$ cat src/rtl/led_frame_sequencer.sv
// Frame-level sequencer for an RGB LED string: walks pixels 0..NUM_LEDS-1 with a
// ship/done handshake, times the latch period, and optionally repeats frames.
module led_frame_sequencer #(
  parameter int NUM_LEDS     = 8,
  parameter int LATCH_CYCLES = 2500,
  parameter int GAP_CYCLES   = 0,
  parameter int FRAME_W      = 16,
  parameter int IDX_W        = (NUM_LEDS > 1) ? $clog2(NUM_LEDS) : 1
) (
  input  logic               clk,
  input  logic               reset,
  input  logic               go,
  input  logic               clr,
  input  logic               continuous,
  input  logic               stop,
  input  logic               lost,
  input  logic               done,
  output logic               ship,
  output logic               ship_clr,
  output logic [IDX_W-1:0]   led_idx,
  output logic               ready,
  output logic               latching,
  output logic               frame_done,
  output logic [FRAME_W-1:0] frame_cnt,
  output logic               stop_pending
);

  localparam int CNT_MAX = (LATCH_CYCLES > GAP_CYCLES) ? LATCH_CYCLES : GAP_CYCLES;
  localparam int CNT_W   = (CNT_MAX > 1) ? $clog2(CNT_MAX) : 1;
  localparam logic [IDX_W-1:0] LAST_IDX   = IDX_W'(NUM_LEDS - 1);
  localparam logic [CNT_W-1:0] LATCH_LOAD = CNT_W'(LATCH_CYCLES - 1);
  localparam logic [CNT_W-1:0] GAP_LOAD   = CNT_W'((GAP_CYCLES > 0) ? GAP_CYCLES - 1 : 0);

  typedef enum logic [2:0] {IDLE, SHIP, NEXT, LATCH, GAP} state_t;

  state_t             state, state_next;
  logic [IDX_W-1:0]   idx_next;
  logic [CNT_W-1:0]   cnt, cnt_next;
  logic               clr_mode, clr_mode_next;
  logic               pend_next;
  logic               abort, abort_next;
  logic [FRAME_W-1:0] fcnt_next;

  always_ff @(posedge clk) begin
    if (reset) begin
      state        <= IDLE;
      led_idx      <= '0;
      cnt          <= '0;
      clr_mode     <= 1'b0;
      stop_pending <= 1'b0;
      abort        <= 1'b0;
      frame_cnt    <= '0;
    end else begin
      state        <= state_next;
      led_idx      <= idx_next;
      cnt          <= cnt_next;
      clr_mode     <= clr_mode_next;
      stop_pending <= pend_next;
      abort        <= abort_next;
      frame_cnt    <= fcnt_next;
    end
  end

  always_comb begin
    state_next    = state;
    idx_next      = led_idx;
    cnt_next      = cnt;
    clr_mode_next = clr_mode;
    pend_next     = stop_pending;
    abort_next    = abort;
    fcnt_next     = frame_cnt;
    frame_done    = 1'b0;

    if (state != IDLE && (stop || lost)) pend_next = 1'b1;

    case (state)
      IDLE: begin
        if (go) begin
          state_next    = SHIP;
          clr_mode_next = 1'b0;
        end else if (clr) begin
          state_next    = SHIP;
          clr_mode_next = 1'b1;
        end
      end
      SHIP: begin
        // lost outranks a coincident done: the partial frame is closed by a full latch
        if (lost) begin
          abort_next = 1'b1;
          state_next = LATCH;
          cnt_next   = LATCH_LOAD;
        end else if (done) begin
          if (led_idx == LAST_IDX) begin
            state_next = LATCH;
            cnt_next   = LATCH_LOAD;
          end else begin
            state_next = NEXT;
          end
        end
      end
      NEXT: begin
        if (lost) begin
          abort_next = 1'b1;
          state_next = LATCH;
          cnt_next   = LATCH_LOAD;
        end else begin
          idx_next   = led_idx + 1'b1;
          state_next = SHIP;
        end
      end
      LATCH: begin
        if (cnt == '0) begin
          frame_done = 1'b1;
          fcnt_next  = frame_cnt + 1'b1;
          idx_next   = '0;
          if (clr_mode || !continuous || stop_pending || abort) begin
            state_next = IDLE;
          end else if (GAP_CYCLES == 0) begin
            state_next = SHIP;
          end else begin
            state_next = GAP;
            cnt_next   = GAP_LOAD;
          end
        end else begin
          cnt_next = cnt - 1'b1;
        end
      end
      GAP: begin
        if (stop || stop_pending) state_next = IDLE;
        else if (cnt == '0)       state_next = SHIP;
        else                      cnt_next   = cnt - 1'b1;
      end
      default: state_next = IDLE;
    endcase

    // run-scoped flags are cleared on the way into IDLE so IDLE never shows them
    if (state_next == IDLE) begin
      idx_next   = '0;
      pend_next  = 1'b0;
      abort_next = 1'b0;
    end
  end

  assign ready    = (state == IDLE);
  assign ship     = (state == SHIP);
  assign latching = (state == LATCH);
  assign ship_clr = clr_mode && (state != IDLE);

endmodule

$ cat config.mk
export PLATFORM = sky130hd
export DESIGN_NAME = led_frame_sequencer
export DESIGN_NICKNAME = d
export VERILOG_FILES = /design/src/rtl/led_frame_sequencer.sv
export SDC_FILE = /design/constraint.sdc
export NUM_CORES = 1
export LEC_CHECK = 0
export BUFFER_PORTS_ARGS = -buffer_cell sky130_fd_sc_hd__buf_2
export CELL_PAD_IN_SITES_DETAIL_PLACEMENT = 0
export CELL_PAD_IN_SITES_GLOBAL_PLACEMENT = 1
export CORE_AREA = 2 2 69 71
export DETAILED_ROUTE_END_ITERATION = 7
export DIE_AREA = 0 0 71 73
export GPL_TIMING_DRIVEN = 1
export HOLD_SLACK_MARGIN = 0.1
export PLACE_DENSITY = 0.83
export SLEW_MARGIN = 10
export SYNTH_ARGS = -nofsm -noshare
export SYNTH_HDL_FRONTEND = slang
export SYNTH_SLANG_ARGS = --single-unit
$ cat constraint.sdc
create_clock -name clk -period 4.42 [get_ports clk]
set_input_delay 0 -clock clk [delete_from_list [all_inputs] [get_ports clk]]
set_output_delay 0 -clock clk [all_outputs]
set_load 0.02 [all_outputs]
# Yosys cells after proc, flatten, opt, wreduce, memory -nomap -nowiden
# Cells that the tools add are included.
op_classes:
  n_reduce_logical: 22
  eq_ne: 11
  add_sub_neg: 3
  n_mux: 25
op_table:
  columns: ["operator", "n"]
  rows:
  - ["$mux W12", 6]
  - ["$pmux W12 S4", 1]
  - ["$mux W3", 9]
  - ["$add A16 B1 Y16 const B", 1]
  - ["$pmux W3 S5", 1]
  - ["$logic_not A12 Y1", 1]
  - ["$sub A12 B1 Y12 const B", 1]
  - ["$eq A3 B2 Y1 const B", 2]
  - ["$eq A3 B3 Y1 const B", 2]
  - ["$logic_not A3 Y1", 2]
  - ["$mux W1", 6]
  - ["$ne A2 B2 Y1 const B", 3]
  - ["$pmux W3 S2", 1]
  - ["$reduce_and A2 Y1", 3]
  - ["$logic_or A1 B1 Y1", 5]
  - ["$reduce_and A5 Y1", 1]
  - ["$reduce_bool A2 Y1", 2]
  - ["$reduce_bool A4 Y1", 1]
  - ["$reduce_or A2 Y1", 2]
  - ["$add A3 B1 Y3 const B", 1]
  - ["$eq A3 B1 Y1 const B", 1]
  - ["$ne A3 B2 Y1 const B", 1]
  - ["$ne A3 B3 Y1 const B", 1]
  - ["$reduce_and A3 Y1", 1]
  - ["5 further kinds", 6]
word_totals:
  word_cells: 68
  output_inout_bits: 25
  register_bits: 37

# Logic depth before layout (Yosys ltp)
logic_depth:
  ltp_word: 9
  depth_mapped: 9
  mapped_depth_nobuf: 9

# Least setup slack after synthesis
# Ideal clock, no wire load.
synth_timing:
  kind: "reg-to-reg"
  startpoint: "reg cnt[0]"
  endpoint: "reg frame_cnt[15]"
  path_slack_ps: 2108
  path_stages_with_launch: 9
  t_arrival_ps: 2241
  path_cell_list: "dfxtp_1 -> inv_1 -> ha_1 -> or4b_4 -> nor4_4 -> nand3_2 -> buf_6 -> or4_1 -> a21oi_1"
synth_between:
  elab_chain_len: 2
synth_rtl:
  columns: ["element", "line", "rtl"]
  rows:
  - ["from (decl)", "38", "logic [CNT_W-1:0] cnt, cnt_next;"]
  - ["from (signal assigned)", "56", "cnt <= cnt_next;"]
  - ["$logic_not A12 Y1", "112", "if (cnt == '0) begin"]
  - ["$reduce_and A2 Y1 (no line)", null, null]
  - ["to (signal assigned)", "60", "frame_cnt <= fcnt_next;"]
  - ["to (decl)", "24", "output logic [FRAME_W-1:0] frame_cnt,"]
# Every way passes these cells.
# A chain may end at the register's enable or synchronous reset.

# Final worst setup path
layout_timing:
  startpoint: "reg cnt[0]"
  endpoint: "reg frame_cnt[9]"
# The elaborated chain is that of the path after synthesis.

==> qor.yml <==
status:
  outcome: "complete, no violations"
yosys:
  synth-edff-count: 0
  syn-num-nets: 238
  synth_cell_types: 46
  synth_area_leaders: "dfxtp_1 (39%), a21oi_1 (5.6%), nor2_1 (4.6%), xor2_1 (4.2%), or3_1 (4.0%)"
  ys_seq_elements: 37
  ys_top_cells_by_count: "dfxtp_1 (37), nor2_1 (23), a21oi_1 (21)"
  synthMostInstantiatedCell: "dfxtp_1"
  yosysWarnings: 0
  syn_inst: 226
  synth_top_flop_cell: "dfxtp_1"
  netlist_area_um2: 1887
  synth.avg_cell_area_um2: 8.349
  ys_seq_area_share_pct: 39.26
  synth.top_cell.area_share_pct: 39.26
  async_reset_ff_share_pct: 0
  yosysTopAreaCell: "dfxtp_1"
setup_path:
  worst_setup_path_end_kind: "flip-flop"
  crit_start: "cnt[0]$_SDFFE_PP0P_"
  crit_type: "flip-flop to flip-flop"
  rr_startpoint: "cnt[0]$_SDFFE_PP0P_"
  worstPathMaxFanout: 11
  reg2reg_to: "frame_cnt[9]$_SDFFE_PP0P_"
  required_ns: 4.65
  reg2regPathDepth: 7
  endpoint: "frame_cnt[9]$_SDFFE_PP0P_"
  reg2reg_slack_ns: 1.84
  cp-start-kind: "flip-flop"
  arrival_ns: 2.80
floorplanning:
  ios: 33
  die-area_um2: 5183
  rows: 25
  core_um2: 4536
  die_h_um: 73
  start_util_pct: 41.60
  dieWidth_um: 71
cells_and_area:
  nets: 271
  layout-drive-gt1-share_pct: 20.38
  antenna_cells: 0
  fin_area_um2: 2178
  syn_to_final_growth_pct: 15.45
timing:
  relSlewSlack_pct: 57.61
  setup_viol: 0
  period_minus_slack_ns: 2.576
  hold_viol: 0
  tightest_slew_ns: 0.6347
  fmax_mhz: 388.3
  slew_viol_final: 0
  totalNegativeSetupSlack_ns: 0
  skew_ns: 0.007706
  post-route-period-util_pct: 58.27
  rsz0062_at_grt: "false"
cts:
  htreeDepth: 2
  clk_pin_slew_ns: 0.08
  postCtsSetupBuffers: 0
  clock-sinks: 37
  postCtsHoldBufs: 3
  cts_resized: 0
  clk_path_buf_depth: 2
  cts_tree: "yes"
  cts_root_buffer: "clkbuf_8"
  cts_buffers: 5
  clk_latency_ns: 0.29
grt:
  grt_max_degree: 29
  antenna_found_initial: 0
  grt_pass1_vias: 1483
  grt-ovfl-total: 0
  grt_pass1_wl_mm: 6.955
  grt_usage_pct: 16.94
route:
  drc: 0
  vias: 1749
  drt-initial-drc-count: 88
  via_per_inst: 5.570
  wl_per_cell_um: 13.91
  dr.pass1.iters: 4
  ant_nets: 0
  wirelength_mm: 4.369
run:
  maxCapViolCount: 0
placement:
  io_buffers: 32
  dpl_cell_area_um2: 2066
  place_congestion: 0.7744
  place_hpwl_mm: 3.044
pwr:
  power_leakage_nw: 0.8490
  power_density_nw_per_um2: 387.3
  ir_worst_vdd_v: 0.0001927
hold_path:
  hold_class: "primary input to flip-flop"
[how the worst min path moves through the flow]
stage	startpoint	endpoint	slack [ns]	depth (start not counted)
after floorplan	go	clr_mode$_SDFFE_PP0P_	0.1	1
after global placement	go	clr_mode$_SDFFE_PP0P_	0.20	2
after detailed placement	go	clr_mode$_SDFFE_PP0P_	0.21	2
after CTS	lost	abort$_SDFFE_PP0P_	0.12	3
after global routing	lost	abort$_SDFFE_PP0P_	0.16	3
final	lost	abort$_SDFFE_PP0P_	0.13	3
[stage by stage]
step / utilization, % / instances / hold WS, ns / worst slack [ns] / power (mW)
after global routing: 48.03 / 314 / 0.1600 / 1.695 / 0.8929
after floorplan: - / 226 / 0.09661 / 2.108 / 0.5740
after global placement: 45.54 / 303 / 0.2041 / 1.941 / 0.6119
after detailed placement: 45.54 / 303 / 0.2060 / 1.873 / 0.6112
after CTS: 48.03 / 314 / 0.1159 / 1.855 / 0.8514
final: 48.03 / 314 / 0.1297 / 1.844 / 0.8436
[layout make-up]
type                    instances  area, um2
well taps                      54      67.56
repair buffers                 35      190.2
multi-input cells             171       1064
inverters                       9      33.78
clock buffers                   6      72.57
fillers                       453       2357
flip-flops and latches         37      740.7
clock inverters                 2      10.01
[where the power goes]
| part | internal [mW] | total, mW | switching [mW] |
|---|---|---|---|
| registers | 0.361 | 0.392 | 0.0303 |
| logic | 0.0923 | 0.218 | 0.126 |
| clock network | 0.109 | 0.234 | 0.125 |
| total | 0.563 | 0.844 | 0.281 |
[logic make-up after synthesis]
kind of cell             share of synthesized area, %
AO/OA/AOI/OAI                                   18.57
flip-flops                                      39.26
buffers and inverters                           4.376
AND/OR/NAND/NOR                                 30.50
XOR/XNOR                                        4.642
adder cells (fa/ha/maj)                         2.653
[state kept, by name (all words and copies together) (netlist names)]
register,cells
stop_pending,1
clr_mode,1
frame_cnt,16
cnt,12
abort,1
state,3
led_idx,3
[worst max-delay path, stage by stage (launching register included)]
cell and delay (ns):
dfxtp_1 0.32, inv_1 0.09, ha_1 0.18, or4b_4 0.51, nor4_4 0.45, nand3_2 0.27, or4_1 0.55, a21oi_1 0.14
[routing by layer]
layer | vias to the layer above | GRT usage (%) | wire length (um)
met5 | - | 0 | 0
met4 | 0 | 5.660 | 60
met3 | 6 | 4.420 | 223
met2 | 49 | 26.48 | 1941
met1 | 803 | 22.82 | 2144
li1 | 891 | - | -
[placed cells by master (no fill, tap or decap), types with 5 or more instances in the layout]
cell type | synthesis | layout
a211oi_1 | 5 | 5
a21oi_1 | 21 | 21
buf_2 | 0 | 32
clkbuf_8 | 0 | 5
dfxtp_1 | 37 | 37
inv_1 | 9 | 9
nand2_1 | 17 | 17
nand3_1 | 9 | 9
nand4_1 | 7 | 7
nor2_1 | 23 | 23
nor3_1 | 7 | 7
o21ai_0 | 11 | 11
or3_1 | 12 | 12
xor2_1 | 9 | 9
(Power assumes the default switching activity.)
